`config.mk`:
```
export PLATFORM = sky130hd
export DESIGN_NAME = ps2_keycode_source
export DESIGN_NICKNAME = d
export VERILOG_FILES = /design/src/rtl/ps2_keycode_source.sv
export SDC_FILE = /design/constraint.sdc
export NUM_CORES = 1
export LEC_CHECK = 0
export ABC_AREA = 1
export BUFFER_PORTS_ARGS = -buffer_cell sky130_fd_sc_hd__buf_4
export CAP_MARGIN = 20
export CORE_ASPECT_RATIO = 0.9
export CORE_UTILIZATION = 64
export CTS_CLUSTER_DIAMETER = 50
export DETAILED_ROUTE_END_ITERATION = 16
export GPL_TIMING_DRIVEN = 0
export PLACE_DENSITY = 0.84
export SLEW_MARGIN = 10
export SYNTH_ARGS = -nofsm -noshare
export SYNTH_HDL_FRONTEND = slang
export SYNTH_SLANG_ARGS = --single-unit
```
`constraint.sdc`:
```
create_clock -name Clk -period 4.09 [get_ports Clk]
set_clock_uncertainty 0.1 [all_clocks]
set_input_delay 0.6135 -clock Clk [delete_from_list [all_inputs] [get_ports Clk]]
set_output_delay 0.6135 -clock Clk [all_outputs]
set_load 0.02 [all_outputs]
```
`src/rtl/ps2_keycode_source.sv`:
```
// PS/2 set-2 keyboard receiver that keeps the HID code of the held movement/space key.
// Frames are taken on PS/2 falling edges; a stalled partial frame is abandoned after TIMEOUT_CYCLES.
module ps2_keycode_source #(
   parameter int TIMEOUT_CYCLES = 10000,
   parameter int CNT_W          = 14
) (
   input  logic       Clk,
   input  logic       Reset,
   input  logic       ps2_clk,
   input  logic       ps2_data,
   output logic [7:0] keycode,
   output logic [7:0] scan_byte,
   output logic       scan_strobe,
   output logic       frame_err
);

   typedef enum logic [1:0] {IDLE, DATA, PARITY, STOP} state_t;

   logic [1:0]       r_clkSync;
   logic [1:0]       r_dataSync;
   logic             r_prevClk;
   state_t           r_state;
   logic [2:0]       r_bitCnt;
   logic [7:0]       r_shreg;
   logic             r_parity;
   logic [CNT_W-1:0] r_toCnt;
   logic             r_breakFlag;
   logic             r_extFlag;

   logic             w_fall;
   logic             w_data;
   logic             w_good;
   logic             w_timeout;
   logic             w_mapValid;
   logic [7:0]       w_mapCode;

   // Sync flops preset high so the idle-high bus never looks like a falling edge out of reset
   always_ff @(posedge Clk or posedge Reset) begin
      if (Reset) begin
         r_clkSync  <= 2'b11;
         r_dataSync <= 2'b11;
         r_prevClk  <= 1'b1;
      end else begin
         r_clkSync  <= {r_clkSync[0], ps2_clk};
         r_dataSync <= {r_dataSync[0], ps2_data};
         r_prevClk  <= r_clkSync[1];
      end
   end

   assign w_fall    = r_prevClk & ~r_clkSync[1];
   assign w_data    = r_dataSync[1];
   assign w_good    = w_data & (^{r_shreg, r_parity});
   assign w_timeout = (r_toCnt == CNT_W'(TIMEOUT_CYCLES - 1));

   always_comb begin
      w_mapValid = 1'b1;
      w_mapCode  = 8'h00;
      case (r_shreg)
         8'h1C:   w_mapCode = 8'h04;
         8'h23:   w_mapCode = 8'h07;
         8'h1B:   w_mapCode = 8'h16;
         8'h1D:   w_mapCode = 8'h1A;
         8'h29:   w_mapCode = 8'h2C;
         default: w_mapValid = 1'b0;
      endcase
   end

   // Receiver, timeout and make/break decoder; a falling edge takes priority over timeout expiry
   always_ff @(posedge Clk or posedge Reset) begin
      if (Reset) begin
         r_state     <= IDLE;
         r_bitCnt    <= 3'd0;
         r_shreg     <= 8'h00;
         r_parity    <= 1'b0;
         r_toCnt     <= '0;
         r_breakFlag <= 1'b0;
         r_extFlag   <= 1'b0;
         keycode     <= 8'h00;
         scan_byte   <= 8'h00;
         scan_strobe <= 1'b0;
         frame_err   <= 1'b0;
      end else begin
         scan_strobe <= 1'b0;
         frame_err   <= 1'b0;
         if (w_fall) begin
            r_toCnt <= '0;
            case (r_state)
               IDLE: begin
                  if (!w_data) begin
                     r_state  <= DATA;
                     r_bitCnt <= 3'd0;
                  end
               end
               DATA: begin
                  r_shreg[r_bitCnt] <= w_data;
                  r_bitCnt          <= r_bitCnt + 3'd1;
                  if (r_bitCnt == 3'd7) r_state <= PARITY;
               end
               PARITY: begin
                  r_parity <= w_data;
                  r_state  <= STOP;
               end
               STOP: begin
                  r_state <= IDLE;
                  if (w_good) begin
                     scan_byte   <= r_shreg;
                     scan_strobe <= 1'b1;
                     if (r_shreg == 8'hF0) begin
                        r_breakFlag <= 1'b1;
                     end else if (r_shreg == 8'hE0) begin
                        r_extFlag <= 1'b1;
                     end else begin
                        // Extended codes never map, so an E0 F0 xx sequence is ignored entirely
                        if (!r_extFlag && w_mapValid) begin
                           if (!r_breakFlag)
                              keycode <= w_mapCode;
                           else if (keycode == w_mapCode)
                              keycode <= 8'h00;
                        end
                        r_breakFlag <= 1'b0;
                        r_extFlag   <= 1'b0;
                     end
                  end else begin
                     frame_err <= 1'b1;
                  end
               end
               default: r_state <= IDLE;
            endcase
         end else if (r_state != IDLE) begin
            if (w_timeout) begin
               r_state   <= IDLE;
               r_toCnt   <= '0;
               frame_err <= 1'b1;
            end else begin
               r_toCnt <= r_toCnt + CNT_W'(1);
            end
         end else begin
            r_toCnt <= '0;
         end
      end
   end

endmodule

```
Yosys cells after proc, flatten, opt, wreduce, memory -nomap -nowiden --
Index checks and enable logic that the tools add are counted.
Operators by class: reductions and logical operators 18, multipliers 0, add/subtract/negate cells 2, mux-type cells 29, order comparisons 2, equality and inequality tests 18, bitwise gates (word level) 5, shifts and indexed selects 0, div/mod/pow operators 0
Operators with widths (count):
- 2-to-1 mux 14 bit | 3
- one-hot mux 6 bit (5 select lines) | 1
- equality test 8 x 5 -> 1 bit, second input constant | 3
- equality test 8 x 6 -> 1 bit, second input constant | 2
- equality test 8 bit, second input constant | 2
- 2-to-1 mux 8 bit | 2
- adder 14 x 1 -> 14 bit, second input constant | 1
- equality test 14 bit, second input constant | 1
- 2-to-1 mux 1 bit | 13
- AND reduction 4 bit | 3
- 2-to-1 mux 2 bit | 5
- XOR reduction 9 bit | 1
- bitwise mux 8 bit | 1
- equality test 8 bit | 1
- one-hot mux 2 bit (4 select lines) | 1
- nonzero test 2 bit | 4
- AND reduction 7 bit | 1
- inequality test 3 bit, second input constant | 2
- one-hot mux 3 bit (2 select lines) | 1
- AND reduction 3 bit | 2
- OR reduction 5 bit | 1
- equality test 2 bit, second input constant | 2
- < comparator 3 x 4 -> 1 bit, second input constant | 1
- inequality test 2 bit, second input constant | 2
- 13 further kinds | 18
Storage, ports and cells: bits in read-only memories 0, RAM bits 0, logic and storage cells 88, latch bits 0, output and inout port bits 18, register bits 53, input port bits 4, memories 0

Depth between registers and ports, before layout --
depth in word-level cells 5, gate-level depth with buffers 15, gate-level depth less buffers 15

Worst setup path before layout --
OpenSTA, ideal clock, no wires.
path kind flip-flop to flip-flop, from register r_prevClk, to register keycode[2], slack 2.340 ns, cell stages (with the launch flop) 12, period minus slack after synthesis 1.750 ns, setup time 0.117 ns, arrival 1.533 ns, cells stage by stage dfstp_2 -> inv_1 -> nor2_4 -> inv_2 -> nor2_4 -> nand3_1 -> nor2_1 -> nand2_1 -> nor2_4 -> nand2_2 -> nand2_1 -> nand2_1
Between the ends: longest elaborated chain between the ends 2
Ends and longest elaborated chain:
- start, declared | RTL line 21 | logic r_prevClk;
- start signal, assigned | RTL line 46 | r_prevClk <= r_clkSync[1];
- bitwise AND 1 bit | RTL line 50 | assign w_fall = r_prevClk & ~r_clkSync[1];
- AND reduction 7 bit (no line)
- end signal, assigned | RTL line 116 | keycode <= w_mapCode;
- end, declared | RTL line 11 | output logic [7:0] keycode,
Every way passes these cells. A chain may end at the register's enable or synchronous reset.

Final worst setup path --
from register r_toCnt[0], to register r_toCnt[2]
Between the ends: longest elaborated chain between the ends 4
Ends and longest elaborated chain:
- start, declared | RTL line 26 | logic [CNT_W-1:0] r_toCnt;
- start signal, assigned | RTL line 135 | r_toCnt <= r_toCnt + CNT_W'(1);
- adder 14 x 1 -> 14 bit or equality test 14 bit (tied branches) | RTL line 135, 53
- 2-to-1 mux 14 bit (*) | RTL line 130 | if (w_timeout) begin
- 2-to-1 mux 14 bit (*) | RTL line 129 | end else if (r_state != IDLE) begin
- 2-to-1 mux 14 bit (*) | RTL line 85 | if (w_fall) begin
Every way passes the cells marked *; elsewhere a longest branch is shown, timed or not.

==> flow_summary.ini <==
[outcome]
run_status = finished clean

[timing]
unrepaired_setup_endpoints_after_global_routing = false
min_period_ps = 2050
slew-limit-headroom_pct = 65.1
fmax_ghz = 0.488
finalWorstSetupSlack_ps = 2040
report.final.setup_viol = 0
period_share_pct = 50.1
hold_viol = 0
post_route_setup_tns_ps = 0
tightest_slew_ps = 521
slew_viol_final = 0

[floorplan]
fp.dieArea_um2 = 4630
start_util_pct = 67.6
die_width_um = 71.6
core_area_um2 = 4130
top_level_ports = 22
core.rowCount = 22
die_h_um = 64.7

[cells_and_area]
final_cell_mix = nand2_1 (97), nor2_1 (47), dfrtp_1 (46)
finish.net_count = 400
layout-area-overhead-vs-synth_pct = 11.4
layout_commonest_cell = nand2_1
finalNonFillerCells = 438
antenna-diode-count = 0
drive_gt1_share_pct = 17.9

[yosys]
synthFlopType = dfrtp_1
combinational_family_with_the_most_area_after_synthesis = simple AND/OR/NAND/NOR gates
yosys-mux-area-fraction_pct = 0
syn-instance-count = 361
synthesized_area_fraction_occupied_by_ao_oa_aoi_and_oai_cells_pct = 10.6
yosys.area_share.adder_pct = 3.14
synth_cell_type_count = 34
syn-cell-area_um2 = 2790
post_synth_xor_area_fraction_pct = 0
postSynthRegisterBits = 51
synth_seq_area_share_pct = 45.9
synthArstFlopShare_pct = 100
synth.avg_cell_area_um2 = 7.73
post_synth_and_or_nand_nor_area_fraction_pct = 32.4
ys.warnings.count = 0
synth_enable_flop_cells = 0

[power]
p_int_w = 0.000930
p_sw_w = 0.000660
pwr-share-seq_pct = 41.9
power_density_nw_per_um2 = 511
power.leakage_nw = 1.64
netSwitchingFraction_pct = 41.5
clock_power_share_pct = 18.1
vdd_ir_drop_max_uv = 474
power.share.combinational_pct = 40.0

[setup_path]
worstPathRequired_ps = 4180
critPathArrivalTime_ps = 2140
nature_of_the_critical_path_endpoint = flop
timing_worst_setup_path_type = reg -> reg
critPathMaxFanout = 9
worst_setup_path_start_kind = flop

[grt]
antenna_violations_before_repair = 0
grt_max_degree = 31
global_route_wire_length_before_repair_um = 9010
overflow = 0
track_usage_pct = 25.0
number_of_global_route_vias_before_repair = 2099

[route]
routed-via-count = 2370
drt_iter0_markers = 122
postRouteAntennaNets = 0
wire_length_reported_by_the_detailed_router_um = 5260
drt-pass1-iter-count = 4
route.detailed.wl_per_inst_um = 12.0
via_per_inst = 5.41
detail_route.drc_violations = 0

[clock_tree]
cts_tree = yes
clkSinkCount = 51
hold_buffers = 0
path_clk_slew_ps = 90
cts.repair_timing.setup_buffer_count = 0
clock_tree.htree_level_count = 2
clk-insertion-delay-late_ps = 300
numCtsBuffers = 5
clockRootBuffer = clkbuf_8
cts_buffer_depth = 2
cts.repair.resized = 0

[placement]
dp_slack_ps = 2090
post-place-cells = 430
final_gp_congestion = 0.859
place_hpwl_um = 4030
port_buffers = 19

[hold_path]
min_path_type = in -> async

[run]
max_cap_violations = 0
==> per-layer routing <==
layer  up-vias  wire, µm  track usage, %
li1       1207         -               -
met4         0        56            6.86
met3         6       266            4.98
met5         -         0               0
met2        53      2450            40.7
met1      1104      2490            34.2
==> power by group through the flow <==
stage	sequential, W	combinational [W]	clock, W
after global routing	0.000679	0.000722	0.000315
after floorplan	0.000666	0.000491	0
final	0.000666	0.000636	0.000289
after global placement	0.000668	0.000594	0
after CTS	0.000665	0.000636	0.000298
after detailed placement	0.000674	0.000628	0
==> path summary, 6_finish.rpt <==
path | from | cells past startpoint | slack (ps) | end
min in group Clk | r_clkSync[0] | 0 | 260 | r_clkSync[1]
hold reg to reg | r_clkSync[0] | 0 | 260 | r_clkSync[1]
max in group asynchronous | Reset | 3 | 3070 | r_prevClk
hold / removal | Reset | 2 | 220 | r_toCnt[5]
setup / recovery | r_toCnt[0] | 8 | 2040 | r_toCnt[2]
setup reg to reg | r_toCnt[0] | 8 | 2040 | r_toCnt[2]
==> synthesized netlist by cell type, types with 2 or more instances <==
library cell,n,share of area (%)
nand2_1,97,13
nor2_1,47,6.3
dfrtp_1,46,41
inv_1,39,5.2
nand3_1,25,4.5
a21oi_1,17,3.0
o21ai_0,12,2.2
nand2_2,8,1.8
o21ai_2,8,2.5
a31oi_1,7,1.6
ha_1,7,3.1
inv_2,7,0.94
dfstp_2,5,4.7
nor3_1,5,0.90
nand4_1,4,0.90
buf_4,3,0.81
nand3b_1,3,0.81
nor2_4,3,1.2
nand2_4,2,0.81
nor2_2,2,0.45
==> final cells by class <==
cell class / instances / area [µm²]
Multi-Input combinational cell: 259 / 1300
Sequential cell: 51 / 1280
Fill cell: 320 / 1020
Inverter: 48 / 183
Timing Repair Buffer: 20 / 163
Clock buffer: 7 / 86.3
Tap cell: 48 / 60.1
Buffer: 4 / 33.8
Clock inverter: 1 / 5.00
==> cell families after synthesis <==
group	after synthesis
simple gates	201
buf+inv	52
flops	51
compound gates	49
fa+ha+maj	7
other cells	1
==> state kept, by name (all words and copies together) (netlist names), 2 cells and up <==
signal / count
r_toCnt: 14
r_shreg: 8
scan_byte: 8
keycode: 6
r_bitCnt: 3
r_clkSync: 2
r_dataSync: 2
r_state: 2
==> critical path: stages (launching register included) <==
cell     delay (ps)
dfrtp_1         380
ha_1            190
nand3_1         140
nor4_1          220
nand4_1         230
nand2_1         330
inv_1           190
o21ai_0         110
a21oi_1          60
==> per-stage QoR <==
step / hold WS, ps / power, W / util [%] / cell area [µm²]
floorplan: 245 / 0.00116 / - / 2800
global placement: 246 / 0.00126 / 72.6 / 3000
detailed placement: 247 / 0.00130 / 73.1 / 3020
CTS: 239 / 0.00160 / 75.3 / 3110
global route: 257 / 0.00172 / 75.3 / 3110
finish: 223 / 0.00159 / 75.3 / 3110
Power figures use the tool's default switching activity.
